==> src/rtl/up_regfile_pkg.sv <==
// rtl/up_regfile_pkg.sv - register map, STATUS/CONTROL bit indices and address decode for up_regfile
package up_regfile_pkg;

  localparam int unsigned REG_RX_ADDR = 32'h0;
  localparam int unsigned REG_STATUS  = 32'h8;
  localparam int unsigned REG_CONTROL = 32'hC;

  localparam int STAT_NOT_EMPTY = 0;
  localparam int STAT_FULL      = 1;
  localparam int STAT_OVERRUN   = 2;
  localparam int STAT_LEVEL_LSB = 8;
  localparam int STAT_LEVEL_MSB = 15;

  localparam int CTRL_FLUSH  = 0;
  localparam int CTRL_IRQ_EN = 1;

  localparam logic [31:0] UNMAPPED_RDATA = 32'hDEADDEAD;

  typedef enum logic [1:0] {
    SEL_RX,
    SEL_STATUS,
    SEL_CONTROL,
    SEL_NONE
  } reg_sel_e;

  function automatic reg_sel_e decode(input logic [31:0] addr);
    reg_sel_e sel;
    sel = SEL_NONE;
    if (addr == REG_RX_ADDR) sel = SEL_RX;
    else if (addr == REG_STATUS) sel = SEL_STATUS;
    else if (addr == REG_CONTROL) sel = SEL_CONTROL;
    return sel;
  endfunction

endpackage

==> src/rtl/up_regfile_fifo.sv <==
// rtl/up_regfile_fifo.sv - synchronous byte FIFO with registered pointers and full/empty/level outputs
module up_regfile_fifo #(
  parameter int DEPTH = 16,
  parameter int PTR_W = $clog2(DEPTH)
) (
  input  logic         clk,
  input  logic         rstn,
  input  logic         flush,
  input  logic         push,
  input  logic [7:0]   push_data,
  input  logic         pop,
  output logic [7:0]   pop_data,
  output logic         full,
  output logic         empty,
  output logic [PTR_W:0] level
);

  localparam int LEVEL_W = PTR_W + 1;

  logic [7:0]   mem [DEPTH];
  logic [PTR_W:0] wr_ptr;
  logic [PTR_W:0] rd_ptr;
  logic         do_push;
  logic         do_pop;

  // One extra pointer bit distinguishes full from empty; wrap is natural modulo 2*DEPTH.
  assign level    = wr_ptr - rd_ptr;
  assign empty    = (wr_ptr == rd_ptr);
  assign full     = (level == LEVEL_W'(DEPTH));
  assign pop_data = mem[rd_ptr[PTR_W-1:0]];
  assign do_push  = push && !full;
  assign do_pop   = pop && !empty;

  always_ff @(posedge clk or negedge rstn) begin
    if (!rstn) begin
      wr_ptr <= '0;
      rd_ptr <= '0;
    end else if (flush) begin
      wr_ptr <= '0;
      rd_ptr <= '0;
    end else begin
      if (do_push) wr_ptr <= wr_ptr + 1'b1;
      if (do_pop)  rd_ptr <= rd_ptr + 1'b1;
    end
  end

  always_ff @(posedge clk) begin
    if (do_push) mem[wr_ptr[PTR_W-1:0]] <= push_data;
  end

endmodule

==> src/rtl/up_regfile.sv <==
// rtl/up_regfile.sv - uP register file (RX FIFO pop, STATUS, CONTROL, ADDRESS); irq port under UP_REGFILE_IRQ_EN
module up_regfile
  import up_regfile_pkg::*;
#(
  parameter int ADDRESS_WIDTH = 16,
  parameter int BUS_WIDTH     = 4,
  parameter int FIFO_DEPTH    = 16
) (
  input  logic                     clk,
  input  logic                     rstn,
  input  logic                     up_rreq,
  output logic                     up_rack,
  input  logic [ADDRESS_WIDTH-1:0] up_raddr,
  output logic [8*BUS_WIDTH-1:0]   up_rdata,
  input  logic                     up_wreq,
  output logic                     up_wack,
  input  logic [ADDRESS_WIDTH-1:0] up_waddr,
  input  logic [8*BUS_WIDTH-1:0]   up_wdata,
  input  logic [7:0]               rx_data,
  input  logic                     rx_valid,
  output logic                     rx_ready,
  output logic [8*BUS_WIDTH-1:0]   ctrl_out,
  output logic [8*BUS_WIDTH-1:0]   addr_out
`ifdef UP_REGFILE_IRQ_EN
  ,
  output logic                     irq
`endif
);

  localparam int DATA_W = 8 * BUS_WIDTH;
  localparam int PTR_W  = $clog2(FIFO_DEPTH);

  logic              rd_take;
  logic              wr_take;
  reg_sel_e          rd_sel;
  reg_sel_e          wr_sel_q;
  logic [DATA_W-1:0] wr_data_q;
  logic [DATA_W-1:0] rd_value;
  logic [DATA_W-1:0] status_word;
  logic [DATA_W-1:0] ctrl_q;
  logic [DATA_W-1:0] addr_q;
  logic              overrun;
  logic              flush;
  logic              fifo_pop;
  logic              fifo_full;
  logic              fifo_empty;
  logic [7:0]        fifo_rdata;
  logic [PTR_W:0]    fifo_level;

  // A request seen while its own ack is high is the tail of the access just served.
  assign rd_take = up_rreq && !up_rack;
  assign wr_take = up_wreq && !up_wack && !rd_take;
  assign rd_sel  = decode(32'(up_raddr));

  assign fifo_pop = rd_take && (rd_sel == SEL_RX) && !fifo_empty;
  assign flush    = up_wack && (wr_sel_q == SEL_CONTROL) && wr_data_q[CTRL_FLUSH];
  assign rx_ready = !fifo_full;
  assign ctrl_out = ctrl_q;
  assign addr_out = addr_q;

  up_regfile_fifo #(
    .DEPTH(FIFO_DEPTH)
  ) u_fifo (
    .clk       (clk),
    .rstn      (rstn),
    .flush     (flush),
    .push      (rx_valid && rx_ready),
    .push_data (rx_data),
    .pop       (fifo_pop),
    .pop_data  (fifo_rdata),
    .full      (fifo_full),
    .empty     (fifo_empty),
    .level     (fifo_level)
  );

  always_comb begin
    status_word = '0;
    status_word[STAT_NOT_EMPTY] = !fifo_empty;
    status_word[STAT_FULL]      = fifo_full;
    status_word[STAT_OVERRUN]   = overrun;
    status_word[STAT_LEVEL_MSB:STAT_LEVEL_LSB] = 8'(fifo_level);
  end

  always_comb begin
    rd_value = UNMAPPED_RDATA;
    case (rd_sel)
      SEL_RX:      rd_value = fifo_empty ? '0 : {24'h0, fifo_rdata};
      SEL_STATUS:  rd_value = status_word;
      SEL_CONTROL: rd_value = ctrl_q;
      default:     rd_value = UNMAPPED_RDATA;
    endcase
  end

  always_ff @(posedge clk or negedge rstn) begin
    if (!rstn) begin
      up_rack  <= 1'b0;
      up_rdata <= '0;
    end else begin
      up_rack <= rd_take;
      if (rd_take) up_rdata <= rd_value;
    end
  end

  // Writes are captured with the ack and applied on the edge that ends the ack cycle.
  always_ff @(posedge clk or negedge rstn) begin
    if (!rstn) begin
      up_wack   <= 1'b0;
      wr_sel_q  <= SEL_NONE;
      wr_data_q <= '0;
      ctrl_q    <= '0;
      addr_q    <= '0;
    end else begin
      up_wack <= wr_take;
      if (wr_take) begin
        wr_sel_q  <= decode(32'(up_waddr));
        wr_data_q <= up_wdata;
      end
      if (up_wack) begin
        case (wr_sel_q)
          SEL_RX:      addr_q <= wr_data_q;
          SEL_CONTROL: begin
            ctrl_q             <= wr_data_q;
            ctrl_q[CTRL_FLUSH] <= 1'b0;
          end
          default: ;
        endcase
      end
    end
  end

  always_ff @(posedge clk or negedge rstn) begin
    if (!rstn) overrun <= 1'b0;
    else if (rx_valid && !rx_ready) overrun <= 1'b1;
    else if (flush || (rd_take && rd_sel == SEL_STATUS)) overrun <= 1'b0;
  end

`ifdef UP_REGFILE_IRQ_EN
  always_ff @(posedge clk or negedge rstn) begin
    if (!rstn) irq <= 1'b0;
    else irq <= ctrl_q[CTRL_IRQ_EN] && (!fifo_empty || overrun);
  end
`endif

endmodule

==> config.mk <==
export PLATFORM = sky130hd
export DESIGN_NAME = up_regfile
export DESIGN_NICKNAME = d
export VERILOG_FILES = /design/src/rtl/up_regfile_pkg.sv /design/src/rtl/up_regfile_fifo.sv /design/src/rtl/up_regfile.sv
export SDC_FILE = /design/constraint.sdc
export NUM_CORES = 1
export LEC_CHECK = 0
export CORE_MARGIN = 2
export CORE_UTILIZATION = 42
export CTS_CLUSTER_SIZE = 14
export DETAILED_ROUTE_END_ITERATION = 6
export PLACE_DENSITY = 0.73
export RECOVER_POWER = 25
export SLEW_MARGIN = 40
export SYNTH_ARGS = -nofsm -noshare
export SYNTH_HDL_FRONTEND = slang
export SYNTH_HIERARCHICAL = 1
export SYNTH_SLANG_ARGS = --single-unit
==> constraint.sdc <==
create_clock -name clk -period 6.6 [get_ports clk]
set_input_delay 0.99 -clock clk [delete_from_list [all_inputs] [get_ports clk]]
set_output_delay 0.99 -clock clk [all_outputs]
set_load 0.02 [all_outputs]
==> reports/metrics.csv <==
metric;value;unit
violations;max-capacitance violations, max-slew violations;
die_h;165.7;microns
firstDrtPassIters;5;
hold_path.class;reg -> reg;
ys.flop_type;dfrtp_1;
postSynthAreaPerCell;16.51;sq um
cts_hold_buf;0;
area_growth;26.99;%
port_buffers;174;
finalCritPeriodShare;0.7414;
die-area;27440;sq um
syn_area;10980;sq um
dr.first_iter.drc_count;484;
worst_pin_slew;3.395;ns
synth_edf_count;128;
core;25840;sq um
wire_per_inst;21.60;microns
final_nets;932;
grt_pass1_wl;40.39;mm
cp-end-kind;output pin;
final-hold-violation-count;0;
postSynthCellCount;665;
cp-start-kind;flop;
drc_errors;0;
synth_top_area_cell;edfxtp_1;
post-route-min-period;4.893;ns
cp_data_arrival_time;3.90;ns
overflow;0;
grt_max_degree;78;
hpwl;17.98;mm
drt_wl_total;26.03;mm
numCtsBuffers;29;
num_rows;59;
cp.required;5.61;ns
slew_headroom;-1.263;
critPathMaxStageDelay;0.53;ns
h-tree-depth;1;
crit_path_max_fanout;36;
ys_seq_area_frac;0.6741;
powerDensity;316.8;nW/um^2
status;finished with violations;
setup_viol;0;
synthArstFlopShare;0.5259;
syn-num-nets;752;
cts_resized;0;
fin_cells;1205;
ios;176;
first_global_vias;6579;
yosys_warnings;6;
cts_sinks;270;
cts_buffer_depth;3;
crit_chain;buf_4 -> ha_1 -> inv_1 -> fa_1 -> xor2_1 -> or3_1 -> a2111oi_4 -> buf_4 -> inv_1 -> clkdlybuf4s50_1;
ant_nets;0;
die_x;165.7;microns
slew_violations;67;
skew;0.02103;ns
setup_tns;0;ns
ys_types;56;
synth_top_area_frac;0.3502;
regArea;7401;sq um
placed_cells;1149;
fill_cells;2072;
multiInputGateArea;3336;sq um
critPathSlowestCell;buf_4;
crit_type;reg -> out;
ys_ff_latch;270;
maxCapViolCount;1;
r2r_slack;2.52;ns
leakagePower;5.295;nW
clock_latency;0.55;ns
grt_usage;0.1876;
synth.area.top_cells;edfxtp_1 (35%), dfrtp_1 (32%), mux2_2 (9.5%);
fmax;204.4;MHz
start_util;0.4248;
cts_setup_buffers;0;
vias_per_cell;5.426;
antenna_found_initial;2;
cts_root_buf;clkbuf_16;
vias;6538;
rsz0062_at_grt;no;
drive_above_1_share;0.2488;
cts_tree;built;
cts.clk_slew.worst_paths;0.06;ns
ir_drop;264.8;uV
globalplace.congestion;0.7924;
[kinds of logic after synthesis]
family                     after synthesis  share of synthesized area
DFF                                    270                     0.6741
buffers and inverters                   47                    0.02291
adders and majority gates               10                    0.01208
and+or+nand+nor                        114                    0.05677
xor gates and xnor gates                 7                   0.005585
muxes                                  135                     0.1794
AOI/OAI and AO/OA                       81                    0.04879
other                                    1                  0.0003416
[critical path, delay by kind of cell (launching register included)]
family	cells	cell delay, ns
AND/OR/NAND/NOR	1	0.36
XOR/XNOR	1	0.17
buffers and inverters	5	1.46
flip-flops	1	0.34
AO/OA/AOI/OAI	1	0.32
adder cells (fa/ha/maj)	2	0.68
[state kept, by name, indices dropped and copies added (netlist names)]
register / count
u_fifo/rd_ptr: 5
u_fifo/mem: 128
overrun: 1
up_wack: 1
wr_sel_q: 2
up_rdata: 32
addr_out: 32
wr_data_q: 32
up_rack: 1
u_fifo/wr_ptr: 5
ctrl_out: 31
[layout by cell type (no fill, tap or decap), drive strengths merged, types with 3 or more instances in the layout]
master / synthesis / routed
edfxtp: 128 / 128
clkbuf: 12 / 40
nor4b: 4 / 4
o21ai: 30 / 30
nor2b: 4 / 4
clkdlybuf4s50: 0 / 167
dfrtp: 140 / 140
nor3b: 3 / 3
a22o: 6 / 6
and3: 14 / 14
xnor2: 4 / 4
xor2: 3 / 3
mux4: 40 / 40
o31ai: 5 / 5
buf: 22 / 9
clkinv: 0 / 12
mux2: 94 / 94
a31oi: 11 / 11
inv: 13 / 15
nor2: 41 / 41
or3: 6 / 6
dlygate4sd3: 0 / 6
nand4: 6 / 6
ha: 9 / 9
nand2: 17 / 17
a21oi: 22 / 22
nor4: 7 / 7
[per-stage QoR]
step                cell area [sq um]  power, mW    util  setup WS, ns  hold slack (ns)
floorplan                       10980      2.545       -         2.815           0.4710
global placement                13010      2.878  0.5036         2.304           0.4636
detailed placement              13030      2.899  0.5042         2.254           0.4676
CTS                             13950      4.450  0.5400         1.660           0.4477
global route                    13940      4.589  0.5395         1.475           0.4981
finish                          13940      4.416  0.5395         1.707           0.4776
[layout make-up]
cell class	count	share of cell area
tap	335	0.03007
clock inverter	15	0.007181
timing repair buffer	183	0.1296
clock buffer	39	0.05906
sequential	270	0.5309
inverter	13	0.003501
antenna	2	0.0003590
multi-input combinational	348	0.2393
[power by group]
part           internal, mW  leakage (nW)  switching (mW)
sequential             1.95          2.89           0.122
combinational         0.365          1.94           0.426
clock                 0.911         0.458           0.637
[Yosys cell counts, drive strengths merged, types with 2 or more instances]
library cell	n
dfrtp	140
edfxtp	128
mux2	94
nor2	41
mux4	40
o21ai	30
a21oi	22
buf	22
nand2	17
and3	14
inv	13
clkbuf	12
a31oi	11
ha	9
nor4	7
a22o	6
nand4	6
or3	6
o31ai	5
nor2b	4
nor4b	4
xnor2	4
nor3b	3
xor2	3
a21o	2
and2	2
dfstp	2
nand3	2
nand3b	2
nor3	2
[final timing paths]
kind,depth (start not counted),start,to
worst max-delay path,10,u_fifo/rd_ptr[0],rx_ready
worst min-delay path,2,up_rdata[4],up_rdata[4]
worst max register to register,12,u_fifo/rd_ptr[0],u_fifo/mem[0][3]
worst min register to register,2,up_rdata[4],up_rdata[4]
max in group asynchronous,2,rstn,u_fifo/rd_ptr[0]
min in group asynchronous,1,rstn,addr_out[26]
[routing by layer]
layer / up-vias / GRT usage / wire, microns
met1: 3322 / 0.2648 / 11370
met5: - / 0 / 0
met2: 265 / 0.2948 / 12250
met4: 0 / 0.05520 / 654
met3: 45 / 0.04182 / 1754
li1: 2906 / - / -
No activity file was read; power rests on OpenSTA's default activity.
